===== config.mk =====
export PLATFORM = sky130hd
export DESIGN_NAME = input_packer
export DESIGN_NICKNAME = d
export VERILOG_FILES = /design/src/rtl/input_packer.sv
export SDC_FILE = /design/constraint.sdc
export NUM_CORES = 1
export LEC_CHECK = 0
export BUFFER_PORTS_ARGS = -buffer_cell sky130_fd_sc_hd__buf_2
export CAP_MARGIN = 10
export CORE_AREA = 8 8 100 102
export DETAILED_ROUTE_END_ITERATION = 10
export DIE_AREA = 0 0 108 110
export GPL_ROUTABILITY_DRIVEN = 0
export RECOVER_POWER = 25
export SLEW_MARGIN = 40
export SYNTH_ARGS = -nofsm -noshare
export SYNTH_HDL_FRONTEND = slang
export SYNTH_SLANG_ARGS = --single-unit
export TNS_END_PERCENT = 1

===== constraint.sdc =====
create_clock -name iCLK -period 2.1 [get_ports iCLK]
set_clock_uncertainty 0.15 [all_clocks]
set_input_delay 0.63 -clock iCLK [delete_from_list [all_inputs] [get_ports iCLK]]
set_output_delay 0.63 -clock iCLK [all_outputs]
set_load 0.02 [all_outputs]

===== src/rtl/input_packer.sv =====
// Packs NC WF-bit features, one per handshake, into an NC*WF sample vector.
// The vector is presented on a registered valid/ready master port.
module input_packer #(
    parameter int    NC    = 7,
    parameter int    WF    = 5,
    parameter string BURST = "yes"
) (
    input  logic                      iCLK,
    input  logic                      iRST,
    input  logic                      iValid_AM_Elem,
    output logic                      oReady_AM_Elem,
    input  logic [WF-1:0]             iData_AM_Elem,
    input  logic                      iLast_AM_Elem,
    output logic                      oValid_BM_Sample,
    input  logic                      iReady_BM_Sample,
    output logic [NC*WF-1:0]          oData_BM_Sample,
    output logic [$clog2(NC+1)-1:0]   oFill
);

    localparam int            CW       = $clog2(NC + 1);
    localparam logic [CW-1:0] LastLane = CW'(NC - 1);
    localparam bit            BurstEn  = (BURST == "yes");

    logic [CW-1:0]    count_q, count_d;
    logic [NC*WF-1:0] pack_q, pack_d;
    logic [NC*WF-1:0] outData_q, outData_d;
    logic             outValid_q, outValid_d;

    logic             closing;
    logic             elemReady;
    logic             accept;
    logic             drain;
    logic [NC*WF-1:0] nextVec;

    // The closing feature needs room in the output register; earlier lanes never wait on it.
    always_comb begin
        closing = (count_q == LastLane) || iLast_AM_Elem;
        if (closing) begin
            elemReady = BurstEn ? (!outValid_q || iReady_BM_Sample) : !outValid_q;
        end else begin
            elemReady = 1'b1;
        end
        accept = iValid_AM_Elem && elemReady;
        drain  = outValid_q && iReady_BM_Sample;
    end

    always_comb begin
        nextVec = pack_q;
        for (int k = 0; k < NC; k++) begin
            if (CW'(k) == count_q) begin
                nextVec[k*WF +: WF] = iData_AM_Elem;
            end else if ((CW'(k) > count_q) && closing) begin
                nextVec[k*WF +: WF] = '0;
            end
        end
    end

    always_comb begin
        count_d    = count_q;
        pack_d     = pack_q;
        outData_d  = outData_q;
        outValid_d = outValid_q;
        if (drain) begin
            outValid_d = 1'b0;
        end
        // A close in the same cycle as a drain reloads the register, keeping valid high.
        if (accept) begin
            if (closing) begin
                outData_d  = nextVec;
                outValid_d = 1'b1;
                count_d    = '0;
                pack_d     = '0;
            end else begin
                pack_d  = nextVec;
                count_d = count_q + 1'b1;
            end
        end
    end

    always_ff @(posedge iCLK or negedge iRST) begin
        if (!iRST) begin
            count_q    <= '0;
            pack_q     <= '0;
            outData_q  <= '0;
            outValid_q <= 1'b0;
        end else begin
            count_q    <= count_d;
            pack_q     <= pack_d;
            outData_q  <= outData_d;
            outValid_q <= outValid_d;
        end
    end

    assign oReady_AM_Elem   = elemReady;
    assign oValid_BM_Sample = outValid_q;
    assign oData_BM_Sample  = outData_q;
    assign oFill            = count_q;

endmodule


==> out/metrics.yaml, run 1 <==
routing:
  drtIter0Drc: 97
  drc: 0
  vias_per_cell: 5.36
  postRouteWirelength_mm: 8.17
  avgRoutedWirePerCell_um: 16.9
  vias: 2596
  dr.pass1.iters: 5
  ant_nets: 0
cts:
  h-tree-depth: 3
  cts_buffers: 9
  cts.clk_slew.worst_paths_ns: 0.08
  cts_root_buf: "clkbuf_8"
  clkLatencyLatePin_ns: 0.34
  clkSinkCount: 74
  cts.path.max_buffers: 2
  cts_tree: "done"
sta:
  fin_crit_ns: 2.13
  final-hold-violation-count: 0
  max_freq_mhz: 470
  fin_crit_sh: 1.01
  slew_headroom: 0.470
  fin_ws_ns: -0.0263
  rsz0062_at_grt: "yes"
  tightest_slew_ns: 0.795
  report.final.setup_viol: 1
  slew_viol_final: 0
die:
  io-pin-count: 50
  start_util: 0.383
  fp.dieW_um: 108
  core_area_um2: 8470
  num_rows: 34
  die_area_um2: 11900
  die_h_um: 110
yosys:
  syn_inst: 296
  syn_nets: 309
  yosysUniqueCellTypes: 40
  syn-cell-area_um2: 3240
  synth_edf_count: 0
  seq_area_frac_synth: 0.571
  synth_top_family_by_area: "compound AO/OA/AOI/OAI gates"
  syn_area_per_cell_um2: 11.0
  synth_xor_area_frac: 0
  synth_seq_cells: 74
  yosys.area_share.adder: 0.0116
  yosysWarnings: 0
  synth-simple-area-share: 0.144
  synth-compound-area-share: 0.226
  synth_ff_type: "dfrtp_1"
  muxShareOfSynthArea: 0.00309
  async_flop_share: 1.00
global_routing:
  grt_pass1_wl_mm: 13.6
  grt_pass1_vias: 2597
  grt_usage: 0.146
  grt_max_degree: 46
  antenna_found_initial: 0
  gr-total-overflow: 0
placed_design:
  portBuffers: 49
  place_ws_ns: -0.138
  dp_cells: 468
  dp_hpwl_mm: 5.61
critical_path:
  reg2reg_depth: 7
  crit_path_start_kind: "register"
  cp.arrival_ns: 1.35
  cp_max_fo: 3
  worstPathRequired_ns: 1.32
  worstSetupPathType: "register to output port"
  end_kind: "output port"
  r2r_end: "oData_BM_Sample[8]$_DFFE_PN0P_"
  r2r_setup_slack_ns: 0.13
  reg2reg_from: "oFill[0]$_DFFE_PN0P_"
power_and_ir_drop:
  p_comb_frac: 0.272
  irDropWorstVdd_v: 0.000341
  p_leak_nw: 1.95
  power.switching_mw: 1.21
  p_per_area_nw_per_um2: 904
  p_seq_frac: 0.469
  p_int_mw: 2.42
  p_clk_frac: 0.259
  switching_share: 0.334
cells_and_area:
  drive_gt1_frac: 0.306
  n_antenna_cell: 0
  layout.cells.non_filler: 484
  final_nets: 385
  fillers: 809
  area_delta_synth_final_pct: 24.2
status:
  outcome: "finished with violations"
  violations: "negative setup slack"
min_path:
  min-delay-path-class: "input pin to asynchronous set/reset pin"
job:
  drv_cap: 0
placed cells by master (no fill, tap or decap), drive strengths merged:
cell type and n:
buf 82, dfrtp 74, nor2 64, a221oi 30
a22o 30, clkbuf 15, o21ai 11, a21oi 9
nand2 8, and2 7, inv 6, and3 5
nor2b 4, nand2b 3, nor3b 3, nor3 3
ha 3, nor4 2, clkinv 2, o22ai 2
or3 1, o211ai 1, or2 1, mux2i 1
o21a 1, nand3b 1, o221ai 1, a211oi 1
a41o 1, nand3 1, a211o 1, o32ai 1
clkinvlp 1
registers in the layout (all words and copies together), names as in the netlist:
register          count
pack_q               35
oFill                 3
oData_BM_Sample      35
oValid_BM_Sample      1
what timing repair did:
| item | CTS | global route |
|---|---|---|
| hold buffers | 0 | 0 |
| buffers inserted | 1 | 0 |
| pin swaps | 0 | 0 |
| gates resized for setup | 5 | 4 |
| setup endpoints to repair | 1 | 17 |
layer usage:
| metal | up-vias | routed length [µm] | global-route usage |
|---|---|---|---|
| li1 | 1244 | - | - |
| met1 | 1281 | 3790 | 0.197 |
| met2 | 67 | 3760 | 0.221 |
| met3 | 4 | 560 | 0.0390 |
| met4 | 0 | 64 | 0.0515 |
| met5 | - | 0 | 0 |
kinds of logic after synthesis:
family | Yosys count
fa+ha+maj | 3
simple gates | 103
flops | 74
compound gates | 89
buf+inv | 26
mux | 1
power groups by stage:
stage               sequential (mW)  clock, mW  combinational, mW
floorplan                      1.91          0              0.415
global placement               1.73          0              0.988
detailed placement             1.73          0              0.996
CTS                            1.71      0.972               1.00
global route                   1.73       1.04               1.09
finish                         1.71      0.941              0.990
cells in the mapped netlist, drive strengths merged, types with 2 or more instances:
library cell	count	area [µm²]
a21oi	9	48.8
a221oi	30	263
a22o	30	267
and2	7	43.8
and3	5	31.3
buf	10	82.6
clkbuf	10	37.5
dfrtp	74	1850
ha	3	37.5
inv	6	22.5
nand2	8	30.0
nand2b	3	18.8
nor2	64	243
nor2b	4	25.0
nor3	3	15.0
nor3b	3	22.5
nor4	2	12.5
o21ai	11	70.1
o22ai	2	26.3
area by class of cell:
cell class | count | area (µm²) | share of cell area
flip-flops and latches | 74 | 1850 | 0.460
multi-input cells | 196 | 1290 | 0.321
repair buffers | 85 | 556 | 0.138
clock buffers | 12 | 145 | 0.0361
well taps | 108 | 135 | 0.0336
inverters | 6 | 25.0 | 0.00622
clock inverters | 3 | 17.5 | 0.00435
worst max-delay path, cell delays in order, from the launching register on:
cell and delay (ns):
dfrtp_1 0.42, ha_4 0.19, and2_4 0.14, o21ai_4 0.13, buf_6 0.13
through the flow:
step	total power [mW]	utilization	instance area (µm²)	setup TNS [ns]	hold WS, ns
6_report	3.64	0.475	4030	-0.0263	0.197
5_1_grt	3.86	0.475	4030	-0.0933	0.243
4_1_cts	3.68	0.476	4030	-0.0531	0.0396
3_5_place_dp	2.73	0.454	3840	-2.65	0.318
3_3_place_gp	2.72	0.454	3840	-1.48	0.317
2_1_floorplan	2.32	-	3270	0	0.184
worst max-delay path by stage:
stage                                    start  slack [ns]                         endpoint
after floorplan           oFill[0]$_DFFE_PN0P_      0.0007  oData_BM_Sample[30]$_DFFE_PN0P_
after global placement        iReady_BM_Sample       -0.08  oData_BM_Sample[14]$_DFFE_PN0P_
after detailed placement      iReady_BM_Sample       -0.14  oData_BM_Sample[14]$_DFFE_PN0P_
after CTS                 oFill[1]$_DFFE_PN0P_       -0.05                   oReady_AM_Elem
after global routing      oFill[1]$_DFFE_PN0P_       -0.09                   oReady_AM_Elem
final                     oFill[1]$_DFFE_PN0P_       -0.03                   oReady_AM_Elem
Power figures use the tool's default switching activity.
==> run 2: changes to the inputs <==
--- a/config.mk
+++ b/config.mk
@@ -11,8 +11,9 @@
 export DETAILED_ROUTE_END_ITERATION = 10
 export DIE_AREA = 0 0 108 110
 export GPL_ROUTABILITY_DRIVEN = 0
+export PLACE_DENSITY_LB_ADDON = 0.15
 export RECOVER_POWER = 25
-export SLEW_MARGIN = 40
+export SLEW_MARGIN = 20
 export SYNTH_ARGS = -nofsm -noshare
 export SYNTH_HDL_FRONTEND = slang
 export SYNTH_SLANG_ARGS = --single-unit
==> run 2 against run 1 <==
Compared with the run above:
- the run still ends with negative setup slack left
- hold slack improved by 0.14 ns
- critical path type unchanged
- die area unchanged
- total power increased by 7.7%
- sequential power about the same
- sequential share of layout area decreased by 1.5 points
- maximum frequency about the same
- non-clock buffer count decreased by 1
- via count decreased by 0.23%
- global-route usage increased by 0.15 points
- cell count unchanged
- core utilization increased by 1.6 points
==> out/metrics.yaml, run 2 (synthesis gave the netlist of run 1 again) <==
critical_path:
  reg2reg_depth: 8  # was 7
  crit_path_max_incr_delay_ns: 0.39  # was 0.42 ns
  crit_path_start_kind: "register"  # unchanged
  path_buf_inv: 2  # was 1
  worstPathRequired_ns: 1.32  # about the same
  end_kind: "output port"  # unchanged
  worstSetupPathType: "register to output port"  # unchanged
  critPathTopFamily: "flip-flops"  # unchanged
  cp_max_fo: 4  # was 3
  worst-path-stages: 5  # was 4
  cpMaxStageDelayCell: "dfrtp_2"  # was dfrtp_1
  cp.arrival_ns: 1.35  # about the same
  cp_cell_sequence: "inv_4 > ha_4 > and2_4 > o21ai_4 > buf_6"  # was ha_4 > and2_4 > o21ai_4 > buf_6
power_and_ir_drop:
  irDropWorstVdd_v: 0.000493  # was 0.000341 V
  p_comb_frac: 0.260  # was 0.272
  p_clk_frac: 0.303  # was 0.259
  switching_share: 0.329  # was 0.334
  p_leak_nw: 2.01  # was 1.95 nW
  power.switching_mw: 1.29  # was 1.21 mW
  p_int_mw: 2.63  # was 2.42 mW
  p_seq_frac: 0.437  # was 0.469
  p_per_area_nw_per_um2: 942  # was 904 nW/µm²
die:
  start_util: 0.383  # unchanged
  core_area_um2: 8470  # unchanged
  num_rows: 34  # unchanged
  die_area_um2: 11900  # unchanged
  io-pin-count: 50  # unchanged
  fp.dieW_um: 108  # unchanged
  die_h_um: 110  # unchanged
routing:
  ant_nets: 0  # unchanged
  vias_per_cell: 5.35  # was 5.36
  drtIter0Drc: 102  # was 97
  vias: 2590  # was 2596
  drc: 0  # unchanged
  dr.pass1.iters: 4  # was 5
  avgRoutedWirePerCell_um: 17.4  # was 16.9 µm
  postRouteWirelength_mm: 8.41  # was 8.17 mm
cells_and_area:
  final_nets: 384  # was 385
  design_area_um2: 4160  # was 4030 µm²
  drive_gt1_frac: 0.351  # was 0.306
  final_common_cell: "dfrtp_1"  # unchanged
  final_cell_mix: "72 x dfrtp_1, 63 x nor2_1, 48 x buf_2"  # was 73 x dfrtp_1, 63 x nor2_1, 47 x buf_2
  n_antenna_cell: 0  # unchanged
  area_delta_synth_final_pct: 28.3  # was 24.2%
placed_design:
  dp_hpwl_mm: 5.60  # was 5.61 mm
  postPlaceCellArea_um2: 3830  # was 3840 µm²
  portBuffers: 49  # unchanged
  place_ws_ns: -0.0728  # was -0.138 ns
cts:
  h-tree-depth: 3  # unchanged
  cts_buffers: 9  # unchanged
  clkSinkCount: 74  # unchanged
  clkLatencyLatePin_ns: 0.34  # about the same
  cts_tree: "done"  # unchanged
  cts.path.max_buffers: 2  # unchanged
  cts_root_buf: "clkbuf_8"  # unchanged
  cts.clk_slew.worst_paths_ns: 0.08  # about the same
  postCtsHoldBufs: 0  # unchanged
global_routing:
  grt_pass1_vias: 2570  # was 2597
  grt_usage: 0.148  # was 0.146
  grt_max_degree: 75  # was 46
  grt_pass1_wl_mm: 13.7  # was 13.6 mm
  antenna_found_initial: 0  # unchanged
  gr-total-overflow: 0  # unchanged
sta:
  slew_viol_final: 0  # unchanged
  final-hold-violation-count: 0  # unchanged
  fin_ws_ns: -0.0255  # was -0.0263 ns
  slew_headroom: 0.335  # was 0.470
  rsz0062_at_grt: "yes"  # unchanged
  fin_crit_ns: 2.13  # about the same
  fin_crit_sh: 1.01  # about the same
  report.final.setup_viol: 1  # unchanged
  tightest_slew_ns: 0.997  # was 0.795 ns
  max_freq_mhz: 470  # about the same
status:
  outcome: "finished with violations"  # unchanged
  violations: "negative setup slack"  # unchanged
job:
  drv_cap: 0  # unchanged
min_path:
  hold_path_depth: 2
  min-delay-path-class: "register to register"  # was input pin to asynchronous set/reset pin
-- run 2: changes by cell type in the layout (fill, tap and decap cells not counted), sizes merged --
cell | before | now
buf | 82 | 83
bufinv | 0 | 1
clkbuf | 15 | 14
clkinv | 2 | 1
-- run 2: path summary, 6_finish.rpt --
| path | startpoint | endpoint | slack (ns) |
|---|---|---|---|
| setup / recovery | oFill[0]$_DFFE_PN0P_ | oReady_AM_Elem | -0.03 |
| hold / removal | oData_BM_Sample[16]$_DFFE_PN0P_ | oData_BM_Sample[16]$_DFFE_PN0P_ | 0.33 |
| setup reg to reg | oFill[0]$_DFFE_PN0P_ | oData_BM_Sample[22]$_DFFE_PN0P_ | 0.03 |
| hold reg to reg | oData_BM_Sample[16]$_DFFE_PN0P_ | oData_BM_Sample[16]$_DFFE_PN0P_ | 0.33 |
| max in group asynchronous | iRST | oFill[0]$_DFFE_PN0P_ | 0.69 |
| min in group asynchronous | iRST | oData_BM_Sample[33]$_DFFE_PN0P_ | 0.42 |
-- run 2: area by class of cell --
cell class	count	area [µm²]
clock inverter	3	46.3
multi-input combinational	196	1380
clock buffer	13	169
inverter	6	25.0
sequential	74	1850
timing repair buffer	84	552
tap	108	135
fill	826	4310
-- run 2: repair_timing --
item | in CTS | in global routing
endpoints found under the setup margin | 1 | 32
setup buffers | 2 | 0
gates resized for setup | 11 | 13
-- run 2: power groups by stage --
stage	logic [mW]	clock network [mW]	registers [mW]
3_5_place_dp	0.985	0	1.73
5_1_grt	1.12	1.28	1.73
2_1_floorplan	0.415	0	1.91
6_report	1.02	1.19	1.71
4_1_cts	1.01	1.22	1.71
3_3_place_gp	0.978	0	1.73
-- run 2: per-layer routing --
layer | track usage | wire, µm | part of all wire | up-vias
li1 | - | - | - | 1236
met1 | 0.208 | 4090 | 0.49 | 1297
met2 | 0.212 | 3770 | 0.45 | 51
met3 | 0.0401 | 475 | 0.056 | 6
met4 | 0.0535 | 72 | 0.0086 | 0
met5 | 0 | 0 | 0 | -
-- run 2: worst reg2reg max path, stage by stage (launching register included) --
cell      delay, ns
dfrtp_2        0.43
inv_4          0.08
ha_4           0.14
buf_4          0.15
a21oi_2        0.09
or3_4          0.40
buf_12         0.18
a221oi_1       0.26
nor2_1         0.08
-- run 2: per-stage QoR --
stage	std cells	hold WS (ns)	TNS [ns]	total power, mW	utilization
2_1_floorplan	296	0.184	0	2.32	-
3_3_place_gp	466	0.309	-0.407	2.71	0.452
3_5_place_dp	466	0.320	-0.794	2.72	0.452
4_1_cts	484	0.165	-0.0559	3.93	0.485
5_1_grt	484	0.359	-0.870	4.13	0.491
6_report	484	0.333	-0.0255	3.92	0.491
